`src/rtl/hdc_feature_frame_source.sv`:
```
// Per-channel sample collector feeding hdc_sensor_fusion with whole frames.
// Double-buffered fill/output banks with optional inter-frame pacing.
module hdc_feature_frame_source #(
  parameter int NUM_CHANNEL   = 214,
  parameter int CHANNEL_WIDTH = 2,
  parameter int PACE_CYCLES   = 0,
  parameter int CNT_WIDTH     = 16
) (
  input  logic                                  clk,
  input  logic                                  rst,
  input  logic [CHANNEL_WIDTH-1:0]              samp_data,
  input  logic                                  samp_valid,
  output logic                                  samp_ready,
  input  logic                                  samp_last,
  output logic [NUM_CHANNEL*CHANNEL_WIDTH-1:0]  features_top,
  output logic                                  fin_valid,
  input  logic                                  fin_ready,
  output logic [CNT_WIDTH-1:0]                  frames_sent,
  output logic                                  err_len
);

  localparam int FW = NUM_CHANNEL * CHANNEL_WIDTH;
  localparam int IW = NUM_CHANNEL > 1 ? $clog2(NUM_CHANNEL) : 1;
  localparam int PW = PACE_CYCLES > 1 ? $clog2(PACE_CYCLES) : 1;
  localparam logic [IW-1:0] LAST_CH = IW'(NUM_CHANNEL - 1);
  localparam logic [PW-1:0] PACE_LOAD =
    PW'(PACE_CYCLES > 0 ? PACE_CYCLES - 1 : 0);

  typedef enum logic [1:0] {F_FILL, F_WAIT, F_RESYNC} fill_t;
  typedef enum logic [1:0] {O_EMPTY, O_VALID, O_PACE} out_t;

  fill_t         fill_q, fill_d;
  out_t          out_q, out_d;
  logic [IW-1:0] ch_q, ch_d;
  logic [FW-1:0] buf_q, buf_d;
  logic [PW-1:0] pace_q, pace_d;
  logic          out_full_q, out_full_d;
  logic          acc, hs, out_free, swap, err_set;

  always_comb begin
    acc      = samp_valid && samp_ready;
    hs       = fin_valid && fin_ready;
    out_free = !out_full_q || hs;
    fill_d   = fill_q;
    ch_d     = ch_q;
    buf_d    = buf_q;
    swap     = 1'b0;
    err_set  = 1'b0;
    unique case (fill_q)
      F_FILL: begin
        if (acc) begin
          buf_d[int'(ch_q)*CHANNEL_WIDTH +: CHANNEL_WIDTH] = samp_data;
          if (ch_q == LAST_CH) begin
            ch_d = '0;
            if (!samp_last) begin
              err_set = 1'b1;
              fill_d  = F_RESYNC;
            end else if (out_free) begin
              swap = 1'b1;
            end else begin
              fill_d = F_WAIT;
            end
          end else if (samp_last) begin
            err_set = 1'b1;
            ch_d    = '0;
          end else begin
            ch_d = ch_q + 1'b1;
          end
        end
      end
      F_WAIT: begin
        if (out_free) begin
          swap   = 1'b1;
          fill_d = F_FILL;
        end
      end
      F_RESYNC: begin
        if (acc && samp_last) fill_d = F_FILL;
      end
      default: fill_d = F_FILL;
    endcase
  end

  // A swap in the handshake cycle wins over the release of the bank.
  always_comb begin
    out_d      = out_q;
    pace_d     = pace_q;
    out_full_d = out_full_q;
    if (hs)   out_full_d = 1'b0;
    if (swap) out_full_d = 1'b1;
    unique case (out_q)
      O_EMPTY: begin
        if (swap) out_d = O_VALID;
      end
      O_VALID: begin
        if (hs) begin
          if (PACE_CYCLES > 0) begin
            out_d  = O_PACE;
            pace_d = PACE_LOAD;
          end else if (!swap) begin
            out_d = O_EMPTY;
          end
        end
      end
      O_PACE: begin
        if (pace_q == '0) out_d = out_full_d ? O_VALID : O_EMPTY;
        else              pace_d = pace_q - 1'b1;
      end
      default: out_d = O_EMPTY;
    endcase
  end

  always_ff @(posedge clk or negedge rst) begin
    if (!rst) begin
      fill_q       <= F_FILL;
      out_q        <= O_EMPTY;
      ch_q         <= '0;
      buf_q        <= '0;
      pace_q       <= '0;
      out_full_q   <= 1'b0;
      samp_ready   <= 1'b0;
      fin_valid    <= 1'b0;
      features_top <= '0;
      frames_sent  <= '0;
      err_len      <= 1'b0;
    end else begin
      fill_q     <= fill_d;
      out_q      <= out_d;
      ch_q       <= ch_d;
      buf_q      <= buf_d;
      pace_q     <= pace_d;
      out_full_q <= out_full_d;
      samp_ready <= fill_d != F_WAIT;
      fin_valid  <= out_d == O_VALID;
      if (swap) features_top <= buf_d;
      if (hs && frames_sent != '1) frames_sent <= frames_sent + 1'b1;
      if (err_set) err_len <= 1'b1;
    end
  end

endmodule

```
`config.mk`:
```
export PLATFORM = sky130hd
export DESIGN_NAME = hdc_feature_frame_source
export DESIGN_NICKNAME = d
export VERILOG_FILES = /design/src/rtl/hdc_feature_frame_source.sv
export SDC_FILE = /design/constraint.sdc
export NUM_CORES = 1
export LEC_CHECK = 0
export CORE_MARGIN = 3
export CORE_UTILIZATION = 35
export DETAILED_ROUTE_END_ITERATION = 10
export MAX_ROUTING_LAYER = met4
export SYNTH_ARGS = -nofsm -noshare
export SYNTH_HDL_FRONTEND = slang
export SYNTH_SLANG_ARGS = --single-unit
```
`constraint.sdc`:
```
create_clock -name clk -period 3.7 [get_ports clk]
set_input_delay 0.37 -clock clk [delete_from_list [all_inputs] [get_ports clk]]
set_output_delay 0.37 -clock clk [all_outputs]
set_load 0.01 [all_outputs]
```
==> flow_summary.ini <==
[die]
dieWidth_um = 326
initial_core_util_pct = 35.6
dieArea_sq_um = 106000
boundaryPins = 454
die_h_um = 326
fp-row-count = 116
core_sq_um = 101000

[sta]
rsz0062_at_grt = false
timing.final.crit_share_pct = 92.9
setup_viol = 0
fin_skew_ps = 22.6
slew_viol_final = 0
hold_viol = 0
layout_min_cycle_time_ps = 3440
tns_ps = 0
max_freq_mhz = 291
tightest_slew_ps = 1230
slew_headroom_pct = 17.5

[setup_path]
worstPathRequired_ps = 4250
critPathLaunchType = flip-flop
reg2reg_slack_ps = 260
r2r-end = buf_q[401]
critPathMaxFanout = 14
reg2reg_from = ch_q[0]
arrival_ps = 3990
critPathKind = flip-flop to flip-flop
worst_setup_path_end_kind = flip-flop
r2r_cells = 8

[cts]
cts_buffer_depth = 3
cts-htree-levels = 3
cts.sinks = 888
post_cts_resize_count = 0
cts_buffers = 97
cts.clk_slew.worst_paths_ps = 60
clk_latency_ps = 670
cts_root_buffer = clkbuf_16
cts_tree = built

[yosys]
synth_top_family_by_area = simple AND/OR/NAND/NOR gates
synth_compound_area_share_pct = 4.78
synth-simple-area-share_pct = 18.5
synthMuxAreaShare_pct = 11.0
synth_ff_type = dfrtp_1
synth_cell_types = 66
synthArstFlopShare_pct = 100
netlist_instances = 3319
synthesis.area_sq_um = 35900
seq_area_frac_synth_pct = 62.0
ys_ff_latch = 888
synth_xor_area_share_pct = 0.586
synthAdderAreaFrac_pct = 0.174
synth_top_area_cell = dfrtp_1
ys_warn_count = 0
synth.net_count = 3331
synth.avg_cell_area_sq_um = 10.8
synth_edf_count = 0
synth.area.top_cells = dfrtp_1 62%, nand2_1 12%, mux2_2 11%, clkbuf_1 1.9%, o31ai_1 1.9%
synth_top_area_share_pct = 62.0

[power_and_ir_drop]
power_density_nw_per_um2 = 467
p_total_w = 0.0217
irDropWorstVdd_mv = 0.351
p_leak_nw = 22.5

[routing]
drc = 0
wl_mm = 125
vias_per_cell = 5.08
drtAntennaViolNets = 0
drt_iter0_drc = 1983
vias = 26700
first_pass_iters = 5
wl_per_cell_um = 23.7

[layout]
fin_area_sq_um = 46400
layout_commonest_cell = nand2_1
utilization_pct = 46.0
synthToLayoutAreaGrowth_pct = 29.4
layout_common_cells = 1136 x nand2_1, 888 x dfrtp_1, 452 x clkdlybuf4s50_1, 335 x mux2_2, 138 x buf_4
drive_gt1_share_pct = 19.3
final_nets = 3826

[global_routing]
antenna_found_initial = 6
grt-ovfl-total = 0
track_usage_pct = 23.9
grt_pass1_wl_mm = 185
grt_max_degree = 135
grt_pass1_vias = 27000

[run_status]
status = complete, no violations

[hold_path]
hp-class = input pin to asynchronous set/reset pin

[job]
max_cap_violations = 0

[placement]
gp_congestion = 0.899
dp_hpwl_mm = 84.5
io_buffer_count = 453
placed_area_sq_um = 43100
==> cell families after synthesis <==
kind of cell | after synthesis
and+or+nand+nor | 1529
DFF | 888
muxes | 353
AOI/OAI and AO/OA | 262
buffers and inverters | 257
xor gates and xnor gates | 24
adders and majority gates | 5
other | 1
==> synthesized netlist by cell type, drive strengths merged (3+ instances only) <==
cell / n
nand2: 1141
dfrtp: 888
mux2: 337
clkbuf: 181
nor3: 109
o21ai: 96
o31ai: 92
nor2: 79
buf: 49
nand3: 43
nor4: 40
nand4: 38
or3: 31
a31oi: 28
inv: 27
mux2i: 16
xnor2: 16
and3: 15
o41ai: 10
xor2: 8
a21oi: 7
a21o: 5
ha: 5
nand4b: 5
nor2b: 5
or4: 5
a211oi: 4
and2: 4
and4: 3
nand2b: 3
or2: 3
==> through the flow <==
| step | instances | hold slack (ps) | worst slack [ps] |
|---|---|---|---|
| after floorplan | 3319 | 74.4 | 601 |
| after global placement | 5071 | 441 | 377 |
| after detailed placement | 5071 | 448 | 284 |
| after CTS | 5249 | 382 | 278 |
| after global routing | 5251 | 420 | 79.3 |
| final | 5252 | 384 | 263 |
==> area by class of cell <==
| cell class | count | area, sq um |
|---|---|---|
| Fill cell | 9411 | 54500 |
| Sequential cell | 888 | 22200 |
| Multi-Input combinational cell | 2174 | 12800 |
| Timing Repair Buffer | 626 | 6270 |
| Clock buffer | 140 | 2820 |
| Tap cell | 1357 | 1700 |
| Clock inverter | 37 | 493 |
| Inverter | 27 | 101 |
| Antenna cell | 3 | 7.51 |
==> layer usage <==
metal | GRT usage, % | part of all wire [%] | vias up
met5 | - | 0 | -
met4 | 6.64 | 2.7 | 0
met3 | 4.75 | 5.9 | 164
met2 | 37.7 | 47 | 724
met1 | 31.6 | 44 | 13600
li1 | - | - | 12200
==> power by group <==
part	leakage [nW]	internal (W)	switching [W]
logic	8.58	0.000399	0.00148
registers	12.3	0.00975	0.0000186
clock network	1.62	0.00593	0.00408
total	22.5	0.0161	0.00557
==> flip-flops by register name, indices dropped and copies added, names as in the netlist <==
name and count:
buf_q 428, features_top 428, frames_sent 16, ch_q 8
fill_q 2, out_q 2, err_len 1, fin_valid 1
out_full_q 1, samp_ready 1
==> how the worst max path moves through the flow <==
stage,startpoint,slack [ps],to
floorplan,ch_q[5],600,buf_q[380]
global placement,ch_q[1],380,buf_q[212]
detailed placement,ch_q[0],280,buf_q[401]
CTS,ch_q[0],280,buf_q[401]
global route,ch_q[2],80,buf_q[105]
finish,ch_q[0],260,buf_q[401]
==> repair_timing <==
action,CTS,global route
hold buffers,1,0
setup buffers,0,0
hold endpoints to repair,66,0
==> critical path, cell delays in order (launching register included) <==
cell	delay (ps)
dfrtp_1	420
buf_4	180
or3_1	470
nor2_1	200
ha_1	300
nand2b_1	300
a21o_1	500
nor4_1	540
mux2_2	390
Power figures use the tool's default switching activity.
